## src/rtl/multicycle_ctrl.sv

```systemverilog
// multicycle_ctrl
//   Multi-cycle sequencer for the RV32I core. Walks each instruction through
//   FETCH/DECODE/EXEC/(MEM)/WB and issues one-cycle enables to the datapath.
//   Memory waits are bounded by TIMEOUT; illegal opcodes and timeouts park the
//   controller in an absorbing TRAP state until rst_n.
//
//   Ports
//     clk, rst_n        clock (rising edge), asynchronous active-low reset
//     run               level enable, sampled in IDLE and WB
//     imem_ready        instruction memory data valid this cycle
//     dmem_ready        data memory access completes this cycle
//     regWrite, MemRead, MemWrite, BranchSig, Jump
//                       decoded control bundle, sampled in EXEC
//     branch_taken      comparator result / JAL marker, sampled in EXEC
//     illegal           decoded opcode outside RV32I, sampled in DECODE
//     imem_req, ir_we   fetch request and instruction-register latch
//     pc_we, pc_sel     PC update and source (0=PC+4, 1=branch/JAL, 2=JALR)
//     dmem_req, dmem_we data memory request and write qualifier
//     rf_we             register file write enable
//     state             current state encoding (debug)
//     trap, trap_cause  sticky error flag and cause (1=illegal, 2=imem, 3=dmem)
//     retired           retired-instruction counter (wraps)
module multicycle_ctrl #(
    parameter int unsigned TIMEOUT = 16,
    parameter int unsigned CNT_W   = 32
) (
    input  logic             clk,
    input  logic             rst_n,
    input  logic             run,
    input  logic             imem_ready,
    input  logic             dmem_ready,
    input  logic             regWrite,
    input  logic             MemRead,
    input  logic             MemWrite,
    input  logic             BranchSig,
    input  logic             Jump,
    input  logic             branch_taken,
    input  logic             illegal,
    output logic             imem_req,
    output logic             ir_we,
    output logic             pc_we,
    output logic [1:0]       pc_sel,
    output logic             dmem_req,
    output logic             dmem_we,
    output logic             rf_we,
    output logic [2:0]       state,
    output logic             trap,
    output logic [1:0]       trap_cause,
    output logic [CNT_W-1:0] retired
);

    typedef enum logic [2:0] {
        S_IDLE   = 3'd0,
        S_FETCH  = 3'd1,
        S_DECODE = 3'd2,
        S_EXEC   = 3'd3,
        S_MEM    = 3'd4,
        S_WB     = 3'd5,
        S_TRAP   = 3'd6
    } state_t;

    localparam int unsigned WC_W = (TIMEOUT > 1) ? $clog2(TIMEOUT) : 1;
    localparam logic [WC_W-1:0] WC_LAST = WC_W'(TIMEOUT - 1);

    state_t          cur, nxt;
    logic [WC_W-1:0] wcnt;
    logic [1:0]      cause_d;
    // Control bundle captured at the end of EXEC; MEM and WB use only these.
    logic            l_rw, l_mw, l_br, l_jp, l_bt;

    always_ff @(posedge clk or negedge rst_n) begin
        if (!rst_n) begin
            cur        <= S_IDLE;
            wcnt       <= '0;
            trap_cause <= '0;
            retired    <= '0;
            l_rw       <= 1'b0;
            l_mw       <= 1'b0;
            l_br       <= 1'b0;
            l_jp       <= 1'b0;
            l_bt       <= 1'b0;
        end else begin
            cur        <= nxt;
            trap_cause <= cause_d;
            // Counter tracks cycles spent in the current FETCH/MEM visit only.
            if (nxt != cur)
                wcnt <= '0;
            else if (cur == S_FETCH || cur == S_MEM)
                wcnt <= wcnt + 1'b1;
            else
                wcnt <= '0;
            if (cur == S_EXEC) begin
                l_rw <= regWrite;
                l_mw <= MemWrite;
                l_br <= BranchSig;
                l_jp <= Jump;
                l_bt <= branch_taken;
            end
            if (cur == S_WB)
                retired <= retired + 1'b1;
        end
    end

    always_comb begin
        nxt      = cur;
        cause_d  = trap_cause;
        imem_req = 1'b0;
        ir_we    = 1'b0;
        pc_we    = 1'b0;
        pc_sel   = 2'd0;
        dmem_req = 1'b0;
        dmem_we  = 1'b0;
        rf_we    = 1'b0;
        case (cur)
            S_IDLE: begin
                if (run) nxt = S_FETCH;
            end
            S_FETCH: begin
                imem_req = 1'b1;
                if (imem_ready) begin
                    ir_we = 1'b1;
                    nxt   = S_DECODE;
                end else if (wcnt == WC_LAST) begin
                    nxt     = S_TRAP;
                    cause_d = 2'd2;
                end
            end
            S_DECODE: begin
                if (illegal) begin
                    nxt     = S_TRAP;
                    cause_d = 2'd1;
                end else begin
                    nxt = S_EXEC;
                end
            end
            S_EXEC: begin
                // A simultaneous load+store is an undecodable bundle.
                if (MemRead && MemWrite) begin
                    nxt     = S_TRAP;
                    cause_d = 2'd1;
                end else if (MemRead || MemWrite) begin
                    nxt = S_MEM;
                end else begin
                    nxt = S_WB;
                end
            end
            S_MEM: begin
                dmem_req = 1'b1;
                dmem_we  = l_mw;
                if (dmem_ready) begin
                    nxt = S_WB;
                end else if (wcnt == WC_LAST) begin
                    nxt     = S_TRAP;
                    cause_d = 2'd3;
                end
            end
            S_WB: begin
                rf_we = l_rw;
                pc_we = 1'b1;
                // For jumps the datapath marks JAL with branch_taken=1; JALR otherwise.
                if (l_jp)
                    pc_sel = l_bt ? 2'd1 : 2'd2;
                else if (l_br && l_bt)
                    pc_sel = 2'd1;
                nxt = run ? S_FETCH : S_IDLE;
            end
            S_TRAP: begin
                nxt = S_TRAP;
            end
            default: begin
                nxt = S_IDLE;
            end
        endcase
    end

    assign state = cur;
    assign trap  = (cur == S_TRAP);

endmodule

```

## config.mk

```make
export PLATFORM = sky130hd
export DESIGN_NAME = multicycle_ctrl
export DESIGN_NICKNAME = d
export VERILOG_FILES = /design/src/rtl/multicycle_ctrl.sv
export SDC_FILE = /design/constraint.sdc
export NUM_CORES = 1
export LEC_CHECK = 0
export ABC_CLOCK_PERIOD_IN_PS = 1650
export CORE_MARGIN = 1.5
export CORE_UTILIZATION = 40
export DETAILED_ROUTE_END_ITERATION = 12
export PLACE_DENSITY_LB_ADDON = 0.1
export SKIP_LAST_GASP = 1
export SYNTH_ARGS = -nofsm -noshare
export SYNTH_HDL_FRONTEND = slang
export SYNTH_SLANG_ARGS = --single-unit
export TNS_END_PERCENT = 50
```

## constraint.sdc

```tcl
create_clock -name clk -period 1.65 [get_ports clk]
set_input_delay 0.2475 -clock clk [delete_from_list [all_inputs] [get_ports clk]]
set_output_delay 0.2475 -clock clk [all_outputs]
set_load 0.05 [all_outputs]
```

==> flow_summary.toml <==
[status]
status = "finished, violations left"
violations = "setup timing"

[cells_and_area]
finish.net_count = 314
final_cell_mix = "buf_4 (74), dfrtp_1 (28), xnor2_1 (26)"
antennaDiodeCount = 0
drive_gt1_frac = 0.492
multi_input_area_mm2 = 0.00108
area_delta_synth_final_pct = 56.8
seq_area_mm2 = 0.00117
num-fill-cells = 421
final_common_cell = "buf_4"
design_area_mm2 = 0.00343
fin_cells = 371

[setup_path]
endpoint_kind = "output port"
critical_path.reg2reg.endpoint = "retired[10]"
crit_slowest_cell = "dfrtp_2"
reg2reg_slack_ns = -0.03
worstRegToRegCells = 6
timing.critical_path.mode_cell = "and3b_2"
cp.required_ns = 1.40
max_stage_delay_ns = 0.44
path_cells = "and3b_2 -> buf_6 -> and3b_2 -> buf_12"
cp-endpoint = "pc_sel[1]"
r2r_start = "state[1]"
arrival_ns = 1.44
critical_path_class = "flop to output port"
path_max_fanout = 6
cp-startpoint = "state[0]"
cp-start-kind = "flop"

[floorplan]
die-area_mm2 = 0.00592
die_y_um = 76.9
chipWidth_um = 76.9
core_mm2 = 0.00520
rows = 26
initial_core_util = 0.420
ios = 58

[pwr]
power.net_switching_mw = 1.56
power_frac_seq = 0.337
p_comb_frac = 0.469
internal_power_mw = 2.67
p_per_area_mw_per_mm2 = 1230
netSwitchingFraction = 0.368
p_clk_frac = 0.194
ir_drop_v = 0.000960
p_leak_nw = 1.65

[sta]
finalHoldViolCount = 0
rsz0062_at_grt = "true"
fmax_mhz = 592
fin_worst_skew_ns = 0.00931
slew_headroom = 0.676
finalCritPeriodShare = 1.02
post-route-min-period_ns = 1.69
setup_viol = 5
drv_slew = 0
layout_setup_ws_ns = -0.0388
tightestPinTransition_ns = 0.487

[synth]
ys_warn_count = 0
syn_avg_cell_area_um2 = 11.0
seq_area_frac_synth = 0.526
synthCells = 198
yosysUniqueCellTypes = 40
yosys.area.top_type = "dfrtp_1"
ys_seq_elements = 46
synth_area_leaders = "dfrtp_1 (53%), xnor2_1 (10%), mux2_2 (3.6%)"
syn_nets = 212
netlist_area_mm2 = 0.00219
yosysTopAreaCellShare = 0.526

[detailed_routing]
vias = 1808
drcViolationCount = 0
drtPass1Iterations = 4
ant_nets = 0
dr.first_iter.drc_count = 71
wire_per_inst_um = 13.3
viasPerCell = 4.87
wl_mm = 4.92

[cts]
htree_levels = 2
cts_made_buffers = 5
clkSinkCount = 46
cts_tree = "built"
clockBufferDepth = 2
cts_root_buf = "clkbuf_8"
clk_pin_slew_ns = 0.08
worstSkewPairLatency_ns = 0.30

[placement]
gp_congestion = 0.794
hpwl_mm = 3.61
dp.cells = 355
placed_area_mm2 = 0.00317
port_buffers = 57

[global_routing]
antenna_found_initial = 0
grt_pass1_wl_mm = 8.33
grt_pass1_vias = 1832
track_usage = 0.175
grt_max_degree = 28
overflow = 0

[run]
maxCapViolCount = 0

[min_path]
hold_class = "input pin to asynchronous set/reset pin"
==> area by class of cell <==
class                      count  share of cell area
clock inverter                 1             0.00876
timing repair buffer         101               0.276
inverter                       9             0.00985
clock buffer                   7              0.0223
tap                           70              0.0255
sequential                    46               0.342
multi-input combinational    137               0.316
==> synth_stat cells (all sizes together) <==
| library cell | count |
|---|---|
| a21oi | 3 |
| a221o | 2 |
| a22o | 1 |
| a22oi | 1 |
| a31oi | 2 |
| and2 | 5 |
| and3 | 9 |
| and3b | 2 |
| and4 | 1 |
| buf | 4 |
| clkbuf | 2 |
| dfrtp | 46 |
| ha | 2 |
| inv | 9 |
| mux2 | 7 |
| mux2i | 2 |
| nand2 | 18 |
| nand2b | 2 |
| nand3 | 15 |
| nand3b | 1 |
| nand4 | 8 |
| nor2 | 11 |
| nor3 | 2 |
| nor4 | 3 |
| o211a | 1 |
| o21ai | 2 |
| o22ai | 1 |
| o31ai | 2 |
| or3 | 1 |
| xnor2 | 27 |
| xor2 | 6 |
==> sequential cells by signal (all words and copies together), names as in the netlist <==
| name | flops |
|---|---|
| retired | 32 |
| wcnt | 4 |
| state | 3 |
| trap_cause | 2 |
| l_br | 1 |
| l_bt | 1 |
| l_jp | 1 |
| l_mw | 1 |
| l_rw | 1 |
==> routing by layer <==
metal  track usage  part of all wire  wire [um]
met5             0                 0          0
met4        0.0593             0.015         72
met3        0.0548             0.062        305
met2         0.292              0.48       2370
met1         0.215              0.44       2170
==> worst min path at each step <==
stage,to,slack [ns],cells after the start
2_1_floorplan,l_br,-0.05,0
3_3_place_gp,retired[10],0.24,1
3_5_place_dp,retired[10],0.24,1
4_1_cts,retired[10],0.45,2
5_1_grt,retired[22],0.47,2
6_report,retired[10],0.44,2
==> power groups by stage <==
stage / logic (mW) / registers (mW) / clock network, mW
2_1_floorplan: 0.725 / 1.75 / 0
3_3_place_gp: 1.84 / 1.45 / 0
3_5_place_dp: 1.85 / 1.46 / 0
4_1_cts: 2.00 / 1.43 / 0.847
5_1_grt: 2.12 / 1.46 / 0.892
6_report: 1.98 / 1.43 / 0.821
==> through the flow <==
stage | hold WS (ns) | setup WS (ns) | util | setup TNS (ns) | power (mW)
after global placement | 0.238 | 0.00182 | 0.608 | 0 | 3.30
final | 0.437 | -0.0388 | 0.659 | -0.0926 | 4.23
after floorplan | -0.0481 | -0.295 | - | -4.93 | 2.48
after global routing | 0.467 | -0.116 | 0.659 | -1.03 | 4.46
after detailed placement | 0.242 | -0.0119 | 0.608 | -0.0283 | 3.31
after CTS | 0.450 | -0.0674 | 0.644 | -0.180 | 4.27
==> critical path, delay by kind of cell (launching register included) <==
kind / cells / cell delay, ns
DFF: 1 / 0.44
buffers and inverters: 2 / 0.28
and+or+nand+nor: 2 / 0.43
==> timing repair <==
action	4_1_cts	5_1_grt
gates resized for setup	8	12
setup buffers	6	1
endpoints found under the setup margin	11	22
endpoints found under the hold margin	19	0
pin swaps	3	3
hold buffers	1	0
==> cell families (layout without fill, tap and decap cells) <==
group / Yosys count / after routing / share of synthesized area
xor+xnor: 33 / 33 / 0.136
compound gates: 15 / 15 / 0.0481
buf+inv: 15 / 118 / 0.0320
fa+ha+maj: 2 / 2 / 0.0114
simple gates: 78 / 78 / 0.201
flops: 46 / 46 / 0.526
mux: 9 / 9 / 0.0452
No activity file was read; power rests on OpenSTA's default activity.
